==> config.mk <==
export PLATFORM = sky130hd
export DESIGN_NAME = multicycle_control
export DESIGN_NICKNAME = d
export VERILOG_FILES = /design/src/rtl/multicycle_control.sv
export SDC_FILE = /design/constraint.sdc
export NUM_CORES = 1
export LEC_CHECK = 0
export BUFFER_PORTS_ARGS = -buffer_cell sky130_fd_sc_hd__buf_2
export CELL_PAD_IN_SITES_DETAIL_PLACEMENT = 0
export CELL_PAD_IN_SITES_GLOBAL_PLACEMENT = 1
export CORE_MARGIN = 1.5
export CORE_UTILIZATION = 42
export DETAILED_ROUTE_END_ITERATION = 16
export GPL_TIMING_DRIVEN = 1
export PLACE_DENSITY_LB_ADDON = 0.1
export SYNTH_ARGS = -nofsm -noshare
export SYNTH_HDL_FRONTEND = slang
export SYNTH_SLANG_ARGS = --single-unit
==> constraint.sdc <==
create_clock -name clk -period 2.8 [get_ports clk]
set_clock_uncertainty 0.05 [all_clocks]
set_input_delay 0.28 -clock clk [delete_from_list [all_inputs] [get_ports clk]]
set_output_delay 0.28 -clock clk [all_outputs]
set_load 0.03 [all_outputs]
==> src/rtl/multicycle_control.sv <==
// Purpose: multicycle CPU control FSM (FETCH/DECODE/EXEC/MEM/WB) driving datapath strobes.
// Latency: R/I-type 4 cycles, LW 4+mem wait, SW 3+mem wait, BEQ 3, J 2, MUL/DIV 3+MULDIV_LAT.
// Backpressure: holds imem_req/dmem_req until ready; MEM_TIMEOUT missing-ready cycles raise bus_err.
module multicycle_control #(
    parameter int ALUOP_W       = 4,
    parameter int MULDIV_LAT    = 4,
    parameter int ENABLE_MULDIV = 1,
    parameter int MEM_TIMEOUT   = 16
) (
    input  logic               clk,
    input  logic               reset_n,
    input  logic [5:0]         opcode,
    input  logic [5:0]         funct,
    input  logic               alu_zero,
    input  logic               imem_ready,
    input  logic               dmem_ready,
    output logic               imem_req,
    output logic               dmem_req,
    output logic               dmem_we,
    output logic               ir_load,
    output logic               pc_write,
    output logic               reg_write,
    output logic               reg_dst,
    output logic               mem_to_reg,
    output logic               alu_start,
    output logic [1:0]         alu_src_b,
    output logic [1:0]         pc_src,
    output logic [ALUOP_W-1:0] alu_op,
    output logic [2:0]         state,
    output logic               illegal,
    output logic               bus_err,
    output logic               busy
);
    typedef enum logic [2:0] {S_FETCH = 3'd0, S_DECODE = 3'd1, S_EXEC = 3'd2, S_MEM = 3'd3, S_WB = 3'd4} state_t;
    typedef enum logic [3:0] {K_RALU, K_SHIFT, K_IMM, K_LW, K_SW, K_BEQ, K_J, K_MULDIV, K_ILL} kind_t;

    localparam logic [ALUOP_W-1:0] OP_ADD  = ALUOP_W'(0);
    localparam logic [ALUOP_W-1:0] OP_ADDU = ALUOP_W'(1);
    localparam logic [ALUOP_W-1:0] OP_SUB  = ALUOP_W'(2);
    localparam logic [ALUOP_W-1:0] OP_SUBU = ALUOP_W'(3);
    localparam logic [ALUOP_W-1:0] OP_AND  = ALUOP_W'(4);
    localparam logic [ALUOP_W-1:0] OP_OR   = ALUOP_W'(5);
    localparam logic [ALUOP_W-1:0] OP_XOR  = ALUOP_W'(6);
    localparam logic [ALUOP_W-1:0] OP_SLL  = ALUOP_W'(7);
    localparam logic [ALUOP_W-1:0] OP_SRL  = ALUOP_W'(8);
    localparam logic [ALUOP_W-1:0] OP_SRA  = ALUOP_W'(9);
    localparam logic [ALUOP_W-1:0] OP_SLT  = ALUOP_W'(10);
    localparam logic [ALUOP_W-1:0] OP_SLTU = ALUOP_W'(11);
    localparam logic [ALUOP_W-1:0] OP_MUL  = ALUOP_W'(12);
    localparam logic [ALUOP_W-1:0] OP_DIV  = ALUOP_W'(13);
    localparam logic [ALUOP_W-1:0] OP_NOP  = ALUOP_W'(15);

    localparam int CNT_W = $clog2(MEM_TIMEOUT + 1);
    localparam int MD_W  = $clog2(MULDIV_LAT + 1);
    localparam logic [CNT_W-1:0] TMO     = CNT_W'(MEM_TIMEOUT);
    localparam logic [MD_W-1:0]  MD_INIT = MD_W'(MULDIV_LAT - 1);
    localparam logic             MD_EN   = (ENABLE_MULDIV != 0);

    state_t             r_state;
    kind_t              r_kind;
    logic [ALUOP_W-1:0] r_alu_op;
    logic [CNT_W-1:0]   r_wait_cnt;
    logic [MD_W-1:0]    r_md_cnt;

    state_t             w_next;
    kind_t              w_kind;
    logic [ALUOP_W-1:0] w_alu;
    logic               w_waiting;
    logic               w_imem_req;

    // Instruction decode from the IR fields; only consumed during DECODE.
    always_comb begin
        w_kind = K_ILL;
        w_alu  = OP_NOP;
        case (opcode)
            6'h00: begin
                case (funct)
                    6'h20: begin w_kind = K_RALU;  w_alu = OP_ADD;  end
                    6'h21: begin w_kind = K_RALU;  w_alu = OP_ADDU; end
                    6'h22: begin w_kind = K_RALU;  w_alu = OP_SUB;  end
                    6'h23: begin w_kind = K_RALU;  w_alu = OP_SUBU; end
                    6'h24: begin w_kind = K_RALU;  w_alu = OP_AND;  end
                    6'h25: begin w_kind = K_RALU;  w_alu = OP_OR;   end
                    6'h26: begin w_kind = K_RALU;  w_alu = OP_XOR;  end
                    6'h00: begin w_kind = K_SHIFT; w_alu = OP_SLL;  end
                    6'h02: begin w_kind = K_SHIFT; w_alu = OP_SRL;  end
                    6'h03: begin w_kind = K_SHIFT; w_alu = OP_SRA;  end
                    6'h2A: begin w_kind = K_RALU;  w_alu = OP_SLT;  end
                    6'h2B: begin w_kind = K_RALU;  w_alu = OP_SLTU; end
                    6'h18: if (MD_EN) begin w_kind = K_MULDIV; w_alu = OP_MUL; end
                    6'h1A: if (MD_EN) begin w_kind = K_MULDIV; w_alu = OP_DIV; end
                    default: ;
                endcase
            end
            6'h08: begin w_kind = K_IMM; w_alu = OP_ADD;  end
            6'h09: begin w_kind = K_IMM; w_alu = OP_ADDU; end
            6'h0C: begin w_kind = K_IMM; w_alu = OP_AND;  end
            6'h0D: begin w_kind = K_IMM; w_alu = OP_OR;   end
            6'h0E: begin w_kind = K_IMM; w_alu = OP_XOR;  end
            6'h0A: begin w_kind = K_IMM; w_alu = OP_SLT;  end
            6'h0B: begin w_kind = K_IMM; w_alu = OP_SLTU; end
            6'h23: begin w_kind = K_LW;  w_alu = OP_ADD;  end
            6'h2B: begin w_kind = K_SW;  w_alu = OP_ADD;  end
            6'h04: begin w_kind = K_BEQ; w_alu = OP_SUB;  end
            6'h02: begin w_kind = K_J;   w_alu = OP_NOP;  end
            default: ;
        endcase
    end

    // State register, memory wait counter, mul/div down-counter and latched decode.
    always_ff @(posedge clk or negedge reset_n) begin
        if (!reset_n) begin
            r_state    <= S_FETCH;
            r_kind     <= K_ILL;
            r_alu_op   <= OP_NOP;
            r_wait_cnt <= '0;
            r_md_cnt   <= '0;
        end else begin
            r_state <= w_next;
            // Any cycle that is not a missing-ready wait clears the counter, so it
            // is always zero on entry to FETCH or MEM.
            if (w_waiting) r_wait_cnt <= r_wait_cnt + 1'b1;
            else           r_wait_cnt <= '0;
            if (r_state == S_DECODE) begin
                r_kind   <= w_kind;
                r_alu_op <= w_alu;
                r_md_cnt <= MD_INIT;
            end else if (r_state == S_EXEC && r_md_cnt != '0) begin
                r_md_cnt <= r_md_cnt - 1'b1;
            end
        end
    end

    // Next-state and strobe generation; a wait counter at TMO is the bus-error cycle.
    always_comb begin
        w_next     = r_state;
        w_waiting  = 1'b0;
        w_imem_req = 1'b0;
        dmem_req   = 1'b0;
        dmem_we    = 1'b0;
        ir_load    = 1'b0;
        pc_write   = 1'b0;
        reg_write  = 1'b0;
        reg_dst    = 1'b0;
        mem_to_reg = 1'b0;
        alu_start  = 1'b0;
        alu_src_b  = 2'd0;
        pc_src     = 2'd0;
        alu_op     = OP_NOP;
        illegal    = 1'b0;
        bus_err    = 1'b0;
        case (r_state)
            S_FETCH: begin
                if (r_wait_cnt == TMO) begin
                    bus_err = 1'b1;
                    w_next  = S_FETCH;
                end else begin
                    w_imem_req = 1'b1;
                    if (imem_ready) begin
                        ir_load  = 1'b1;
                        pc_write = 1'b1;
                        w_next   = S_DECODE;
                    end else begin
                        w_waiting = 1'b1;
                    end
                end
            end
            S_DECODE: begin
                alu_op = w_alu;
                if (w_kind == K_ILL) begin
                    illegal = 1'b1;
                    w_next  = S_FETCH;
                end else if (w_kind == K_J) begin
                    pc_write = 1'b1;
                    pc_src   = 2'd2;
                    w_next   = S_FETCH;
                end else begin
                    w_next = S_EXEC;
                end
            end
            S_EXEC: begin
                alu_op = r_alu_op;
                case (r_kind)
                    K_SHIFT: begin alu_src_b = 2'd2; w_next = S_WB; end
                    K_IMM:   begin alu_src_b = 2'd1; w_next = S_WB; end
                    K_LW, K_SW: begin alu_src_b = 2'd1; w_next = S_MEM; end
                    K_BEQ: begin
                        pc_write = alu_zero;
                        pc_src   = 2'd1;
                        w_next   = S_FETCH;
                    end
                    K_MULDIV: begin
                        alu_start = (r_md_cnt == MD_INIT);
                        w_next    = (r_md_cnt == '0) ? S_WB : S_EXEC;
                    end
                    default: w_next = S_WB;
                endcase
            end
            S_MEM: begin
                if (r_wait_cnt == TMO) begin
                    bus_err = 1'b1;
                    w_next  = S_FETCH;
                end else begin
                    dmem_req = 1'b1;
                    dmem_we  = (r_kind == K_SW);
                    if (dmem_ready) w_next = (r_kind == K_LW) ? S_WB : S_FETCH;
                    else            w_waiting = 1'b1;
                end
            end
            S_WB: begin
                reg_write  = 1'b1;
                reg_dst    = (r_kind == K_RALU) || (r_kind == K_SHIFT) || (r_kind == K_MULDIV);
                mem_to_reg = (r_kind == K_LW);
                w_next     = S_FETCH;
            end
            default: w_next = S_FETCH;
        endcase
    end

    // FETCH is the reset state, so gate its request while reset is held.
    assign imem_req = w_imem_req & reset_n;
    assign state    = r_state;
    assign busy     = (r_state != S_FETCH);
endmodule

==> Word level (Yosys, flattened, before mapping) <==
Index checks and enable logic that the tools add are counted.
{ "word_totals": {"ff_bits": 19, "out_inout_bits": 23, "elab_cells": 118, "in_bits": 17} }
{ "op_classes": {"n_eq_ne": 40, "mux": 50, "n_addsub": 2, "n_reduce_logical": 20, "bitwise_logic": 1} }
{ "op_table": {"columns": ["cell", "n"], "rows": [
  ["6-bit == test (second input constant)", 11],
  ["4-bit one-hot mux with 14 select lines", 1],
  ["6-bit by 4-bit == test with 1-bit output (second input constant)", 7],
  ["4-bit one-hot mux with 9 select lines", 1],
  ["1-bit two-way mux", 25],
  ["3-bit two-way mux", 8],
  ["4-bit one-hot mux with 6 select lines", 1],
  ["6-bit by 2-bit == test with 1-bit output (second input constant)", 3],
  ["4-bit by 3-bit == test with 1-bit output (second input constant)", 4],
  ["6-bit by 5-bit == test with 1-bit output (second input constant)", 2],
  ["6-bit logical NOT", 2],
  ["3-bit one-hot mux with 4 select lines", 1],
  ["4-bit one-hot mux with 3 select lines", 1],
  ["2-bit two-way mux", 5],
  ["3-bit by 2-bit == test with 1-bit output (second input constant)", 3],
  ["3-bit one-hot mux with 3 select lines", 1],
  ["3-bit OR reduction", 3],
  ["9-bit OR reduction", 1],
  ["4-bit by 2-bit == test with 1-bit output (second input constant)", 2],
  ["2-bit one-hot mux with 2 select lines", 2],
  ["4-bit one-hot mux with 2 select lines", 1],
  ["7-bit OR reduction", 1],
  ["6-bit by 3-bit == test with 1-bit output (second input constant)", 1],
  ["3-bit logical NOT", 2],
  ["other kinds (19)", 24]
]} }

==> Longest topological paths before layout <==
Gate-level depths: netlist (run 1).
{ "depth": {"ltp_word": 8, "ltp_mapped": 7, "ltp_nobuf": 7} }

==> Worst setup path before layout (run 1) <==
OpenSTA, ideal clock, no wires.
{ "synth_timing": {"path_kind": "register to output", "from": "register r_state[0] (netlist: state[0])", "to": "output port alu_start", "path_stages_with_launch": 5, "arrival_time_ps": 2167, "n_path_buf": 2, "setup_slack_ps": 303, "t_required_ps": 2470, "path_cell_list": "dfrtp_1 buf_6 or3b_1 buf_6 nor4_1"} }
{ "synth_between": {"elab_chain_cells": 2} }
{ "synth_lines": {"columns": ["item", "line_no", "text"], "rows": [
  ["from (decl)", "59", "state_t r_state;"],
  ["from (signal assigned)", "119", "r_state <= w_next;"],
  ["3-bit by 2-bit == test with 1-bit output", "152", "case (r_state)"],
  ["1-bit two-way mux", "152", null],
  ["to (decl)", "25", "output logic alu_start,"]
]} }
Every way passes these cells.

==> Worst setup path in the final report (run 1) <==
{ "layout_timing": {"from": "register r_state[0] (netlist: state[0])", "to": "output port pc_write"} }
{ "layout_between": {"elab_chain_cells": 2, "elab_cells_between_ends": 4, "cone_classes": "eq/ne: 2; mux: 1; reduce/logical: 1"} }
{ "layout_lines": {"columns": ["item", "line_no", "text"], "rows": [
  ["3-bit by 2-bit == test with 1-bit output (tied with other cells)", "152", null],
  ["1-bit one-hot mux with 3 select lines (*)", "152", null],
  ["to (decl)", "21", "output logic pc_write,"]
]} }
Every way passes the cells marked *; elsewhere a longest branch is shown, timed or not.

==> results.md, run 1 <==
- Comb pwr share: 47.7%
- Residual DRC: 0
- Sequential share of the synthesized area: 29.7%
- Antenna cell count: 0
- Cells after Synth: 197
- Post-CTS setup buffer count: 0
- CP Launch Point: state[0]
- Critical R2R Capture: state[2]
- Vias: 1541
- Net Sw Frac: 46.7%
- Placement Rows: 22
- Via density: 5.60
- Final setup fails: 0
- Post-Route WL: 3.94 mm
- Cell internal pwr: 0.720 mW
- Final Slew Violations: 0
- Synth cell types: 62
- Tightest Pin Transition: 0.675 ns
- Worst slew margin: 54.9%
- Total GRT Usage: 20.1%
- Starting DRC count in detailed routing: 112
- # fillers: 369
- Max Clk Rate: 420 MHz
- Async SR Flop Fraction: 100%
- Clock latency on the worst-skew pair: 0.25 ns
- Core box area: 3690 um2
- Top cell type's share of synthesized area: 21.6%
- Worst EP arrival: 2.05 ns
- Die area: 4240 um2
- Startpoint Class: flop
- Leak Pwr: 0.872 nW
- Die Wd: 65.1 um
- Hpwl dp: 3.08 mm
- CTS Sinks: 19
- Num CTS Buffers: 3
- DIE HEIGHT: 65.1 um
- Mapped Area: 1620 um2
- VDD IR-drop max: 233 uV
- Hold depth: 2
- Critical Path Fanout Max: 9
- #FFs+latches synth: 19
- CTS Root Cell: clkbuf_8
- Avg Synthesized Cell Area: 8.22 um2
- Vias in the first global route: 1477
- Yosys warns: 0
- Ys flop type: dfrtp_1
- GRT overflow: 0
- Endpoints failing hold: 0
- First-pass GRT wire length: 6.73 mm
- Area leader, netlist: dfrtp_1
- # port buffers: 39
- Worst path cell trace: or3b_1 > nor2_8 > nand2_4 > nor3b_4 > a211o_1 > buf_2
- TritonRoute pass-1 iters: 4
- Setup slack after layout: 0.416 ns
- WL per Instance: 14.3 um
- Routed Antenna Nets: 0
- Min Tclk post-route: 2.38 ns
- Net switching power: 0.632 mW
- Post-Place Worst Slack: 0.686 ns
- Most area-consuming cells after synthesis: dfrtp_1 22%, dfstp_2 8.1%, nor2_1 4.6%
- Most common cell in the netlist: nor2_1
- Hold endpoint: state[0]
- Hold Startpoint: dmem_ready
- Initial Utilization: 43.9%
- Slowest library cell on the worst path: or3b_1
- Area grow syn2layout: 14.1%
- Outcome: completed
- Power Dens Cells: 731 nW/um2
- Syn nets: 219
- CP Class: flop to output port
- Period utilization: 85.1%
- Final net count: 250
- Post-synth top cells: 20 x nor2_1, 15 x nand2_1, 14 x dfrtp_1, 14 x inv_1
- RD Place Congestion: 0.868
- Max-cap check violation count: 0
- FF-to-FF Start: r_wait_cnt[0]
- Critical Path RT: 2.47 ns
- Largest net degree at the start of global routing: 21
- I/O pin cnt: 40
- Clk slew on worst S/H paths: 0.07 ns
- FF-to-FF path depth: 7
- Layout cells sized above 1: 26.4%
- H-tree depth: 1
- CTS max path bufs: 2
- Post-synth EDFFs: 0
- Critical Path End Type: output port
- Worst stage delay on the critical path: 0.57 ns
- Flop-to-flop setup slack: 0.92 ns
- Initial antenna violation count: 0
- Clock power share: 14.0%
- Sequential Power Share: 38.2%
- RSZ-0062 raised after global routing: false
- Final setup TNS: 0 ns
- TritonCTS clock tree: built
- Hold Path Class: input port to flop
## final cells by class
class                      instances  area (um2)  area share (%)
inverter                          14        52.6            2.84
sequential                        19         482            26.0
multi-input combinational        150        1000            54.3
timing repair buffer              40         205            11.1
tap                               48        60.1            3.25
clock buffer                       4        45.0            2.44
## cell families (layout without fill, tap and decap cells)
family	after synthesis	count (layout)	synth area share, %
buf+inv	28	58	8.26
mux	1	1	0.618
fa+ha+maj	7	7	5.10
simple gates	85	85	31.6
compound gates	53	53	22.5
xor+xnor	4	4	2.16
flops	19	19	29.7
## registers in the layout (all words and copies together), names as in the netlist
signal,flops
r_wait_cnt,5
r_alu_op,4
r_kind,4
r_md_cnt,3
state,3
## power groups by stage
stage                     clock network [mW]  registers (mW)  logic (mW)
after floorplan                            0           0.474       0.538
after global placement                     0           0.509       0.634
after detailed placement                   0           0.520       0.647
after CTS                              0.196           0.516       0.652
after global routing                   0.209           0.537       0.724
final                                  0.190           0.517       0.646
## cell usage in the layout (no fill, tap or decap), types with 5 or more instances in the layout
master	synthesis	layout
nor3_1	12	12
dfrtp_1	14	14
nor2_1	20	20
a31oi_1	5	5
a21oi_1	12	12
nand2_1	15	15
o21ai_0	5	5
ha_1	5	5
dfstp_2	5	5
inv_1	14	14
buf_2	6	39
## worst max-delay path, delay by kind of cell (launching register included)
family                 cells  cell delay (ns)
AND/OR/NAND/NOR            4             1.01
flip-flops                 1             0.45
buffers and inverters      1             0.19
AO/OA/AOI/OAI              1             0.14
## metal layers
metal / track usage (%) / routed length (um) / part of all wire, % / up-vias
met5: 0 / 0 / 0 / -
met3: 2.57 / 179 / 4.5 / 7
li1: - / - / - / 765
met2: 33.0 / 1830 / 47 / 48
met4: 9.90 / 92 / 2.3 / 0
met1: 26.3 / 1830 / 47 / 721
## repair_timing
action | CTS | global route
hold buffers | 1 | 0
hold endpoints to repair | 14 | 0
resized for setup | 0 | 0
## through the flow
step	hold WS, ns	util (%)	std cells	power (mW)	area (um2)
2_1_floorplan	-0.0656	-	197	1.01	1620
4_1_cts	0.204	50.1	275	1.36	1850
3_5_place_dp	0.201	48.6	270	1.17	1790
3_3_place_gp	0.192	48.6	270	1.14	1790
6_report	0.206	50.1	275	1.35	1850
5_1_grt	0.208	50.1	275	1.47	1850
## worst max-delay path by stage
stage	to	cells after the start	slack (ns)
floorplan	alu_start	4	0.30
global placement	pc_write	6	0.74
detailed placement	pc_write	6	0.69
CTS	pc_write	6	0.40
global route	alu_op[3]	5	0.28
finish	pc_write	6	0.42
Power figures use the tool's default switching activity.
==> inputs of run 2 (changes only) <==
Settings changed: RECOVER_POWER from default to 100.
==> run 2 against run 1 <==
Compared with the run above: flip-flop and latch count is the same; sequential power shrank 2%; non-clock buffer count is the same; largest power group unchanged; critical path type unchanged; global-route usage is the same.
==> results.md, run 2 (synthesized netlist as in run 1, its figures left out) <==
- Initial antenna violation count: 0 (unchanged)
- Via density: 5.58 (-0.39%)
- Largest regs: r_wait_cnt: 5 flops, r_alu_op: 4 flops, r_kind: 4 flops
- CTS Sinks: 19 (unchanged)
- Residual DRC: 0 (unchanged)
- Worst EP arrival: 2.18 ns (+0.13 ns)
- Max-cap check violation count: 0 (unchanged)
- Area grow syn2layout: 10.9%
- Outcome: completed
- Most flops, register: r_wait_cnt
- Final setup fails: 0 (unchanged)
- Power Dens Cells: 738 nW/um2 (+0.90%)
- Num CTS Buffers: 3 (unchanged)
- Final non-filler cell total: 275 (unchanged)
- Sequential Area: 482 um2 (unchanged)
- # hold bufs at CTS: 1 (unchanged)
- WL per Instance: 14.3 um (-0.38%)
- Critical Path Fanout Max: 9 (unchanged)
- Largest net degree at the start of global routing: 21 (unchanged)
- Max Clk Rate: 398 MHz (-5.0%)
- Commonest non-fill, non-tap cells in the layout: 24 x clkbuf_1, 21 x nor2_1, 16 x buf_2
- DIE HEIGHT: 65.1 um (unchanged)
- Final setup TNS: 0 ns (unchanged)
- Total GRT Usage: 20.1% (unchanged)
- Die Wd: 65.1 um (unchanged)
- TritonRoute pass-1 iters: 4 (unchanged)
- Core box area: 3690 um2 (unchanged)
- # resized after CTS: 0 (unchanged)
- First-pass GRT wire length: 6.73 mm (unchanged)
- Min Tclk post-route: 2.51 ns (+0.126 ns)
- Max FFs per register: 5 (unchanged)
- Initial Utilization: 43.9% (unchanged)
- Post-CTS setup buffer count: 0 (unchanged)
- Routed Antenna Nets: 0 (unchanged)
- Final Slew Violations: 0 (unchanged)
- Post-Route WL: 3.92 mm (-0.38%)
- # port buffers: 39 (unchanged)
- Period utilization: 89.6% (+4.5 points)
- Placement Rows: 22 (unchanged)
- VDD IR-drop max: 223 uV (-4.0%)
- Critical Path RT: 2.47 ns (about the same)
- CP Class: flop to output port
- Antenna cell count: 0 (unchanged)
- Multi-input logic area: 981 um2 (-2.4%)
- RD Place Congestion: 0.868 (unchanged)
- I/O pin cnt: 40 (unchanged)
- CTS max path bufs: 2 (unchanged)
- Slowest library cell on the worst path: or3b_1
- RSZ-0062 raised after global routing: false
- Commonest non-fill, non-tap cell in the layout: clkbuf_1
- Placed Cells: 270 (unchanged)
- Tightest Pin Transition: 1.07 ns (+0.392 ns)
- Worst path cell trace: or3b_1 > nor2_1 > nand2_4 > nor3b_4 > clkbuf_1
- Die area: 4240 um2 (unchanged)
- Clk slew on worst S/H paths: 0.07 ns (about the same)
- TritonCTS clock tree: built
- CTS Root Cell: clkbuf_8
- Leak Pwr: 0.764 nW (-12%)
- Worst slew margin: 28.9% (-26 points)
- Startpoint Class: flop
- Clock latency on the worst-skew pair: 0.25 ns (about the same)
- Critical Path End Type: output port
- Final net count: 250 (unchanged)
- Endpoints failing hold: 0 (unchanged)
- Vias: 1535 (-0.39%)
- GRT overflow: 0 (unchanged)
- Vias in the first global route: 1477 (unchanged)
- Worst stage delay on the critical path: 0.52 ns (-0.05 ns)
- # fillers: 390 (+5.7%)
- Layout cells sized above 1: 15.0% (-11 points)
- Hpwl dp: 3.08 mm (unchanged)
- H-tree depth: 1 (unchanged)
- Starting DRC count in detailed routing: 103 (-8.0%)
- Hold Path Class: input port to flop
## run 2: path summary, 6_finish.rpt
path	from	endpoint	slack, ns	cells past startpoint
min	dmem_ready	state[0]	0.21	2
max	state[0]	pc_src[0]	0.29	5
min in group asynchronous	reset_n	r_md_cnt[1]	0.68	2
max in group asynchronous	reset_n	r_wait_cnt[4]	1.38	2
min reg2reg	r_alu_op[2]	r_alu_op[2]	0.43	2
max reg2reg	r_wait_cnt[0]	state[2]	0.88	7
## run 2: cell type report
type                            instances  share of cell area [%]
Sequential cell                        19                    26.8
Clock buffer                            4                    2.51
Tap cell                               48                    3.34
Timing Repair Buffer                   40                    9.82
Inverter                               14                    2.92
Multi-Input combinational cell        150                    54.6
## run 2: stage by stage
stage | utilization [%] | cell area [um2] | setup slack, ns | hold slack (ns) | power, mW
floorplan | - | 1620 | 0.303 | -0.0656 | 1.01
finish | 48.7 | 1800 | 0.290 | 0.206 | 1.33
detailed placement | 48.6 | 1790 | 0.686 | 0.201 | 1.17
global placement | 48.6 | 1790 | 0.740 | 0.192 | 1.14
CTS | 50.1 | 1850 | 0.396 | 0.204 | 1.36
global route | 48.7 | 1800 | 0.162 | 0.208 | 1.45
## run 2: where the power goes
group / internal [mW] / total (mW) / switching (mW) / leakage, nW
combinational: 0.219 / 0.627 / 0.408 / 0.511
clock: 0.101 / 0.190 / 0.0887 / 0.0228
sequential: 0.384 / 0.509 / 0.124 / 0.230
## run 2: critical path, delay by kind of cell, from the launching register on
family,cells,cell delay (ns)
flops,1,0.46
buf+inv,1,0.33
simple gates,4,1.14
## run 2: metal layers
metal  track usage [%]  vias up  routed length, um  share of wire (%)
met5                 0        -                  0                  0
met2              33.0       53               1840                 47
met3              2.57        7                223                5.7
li1                  -      770                  -                  -
met4              9.90        0                 92                2.3
met1              26.3      705               1760                 45
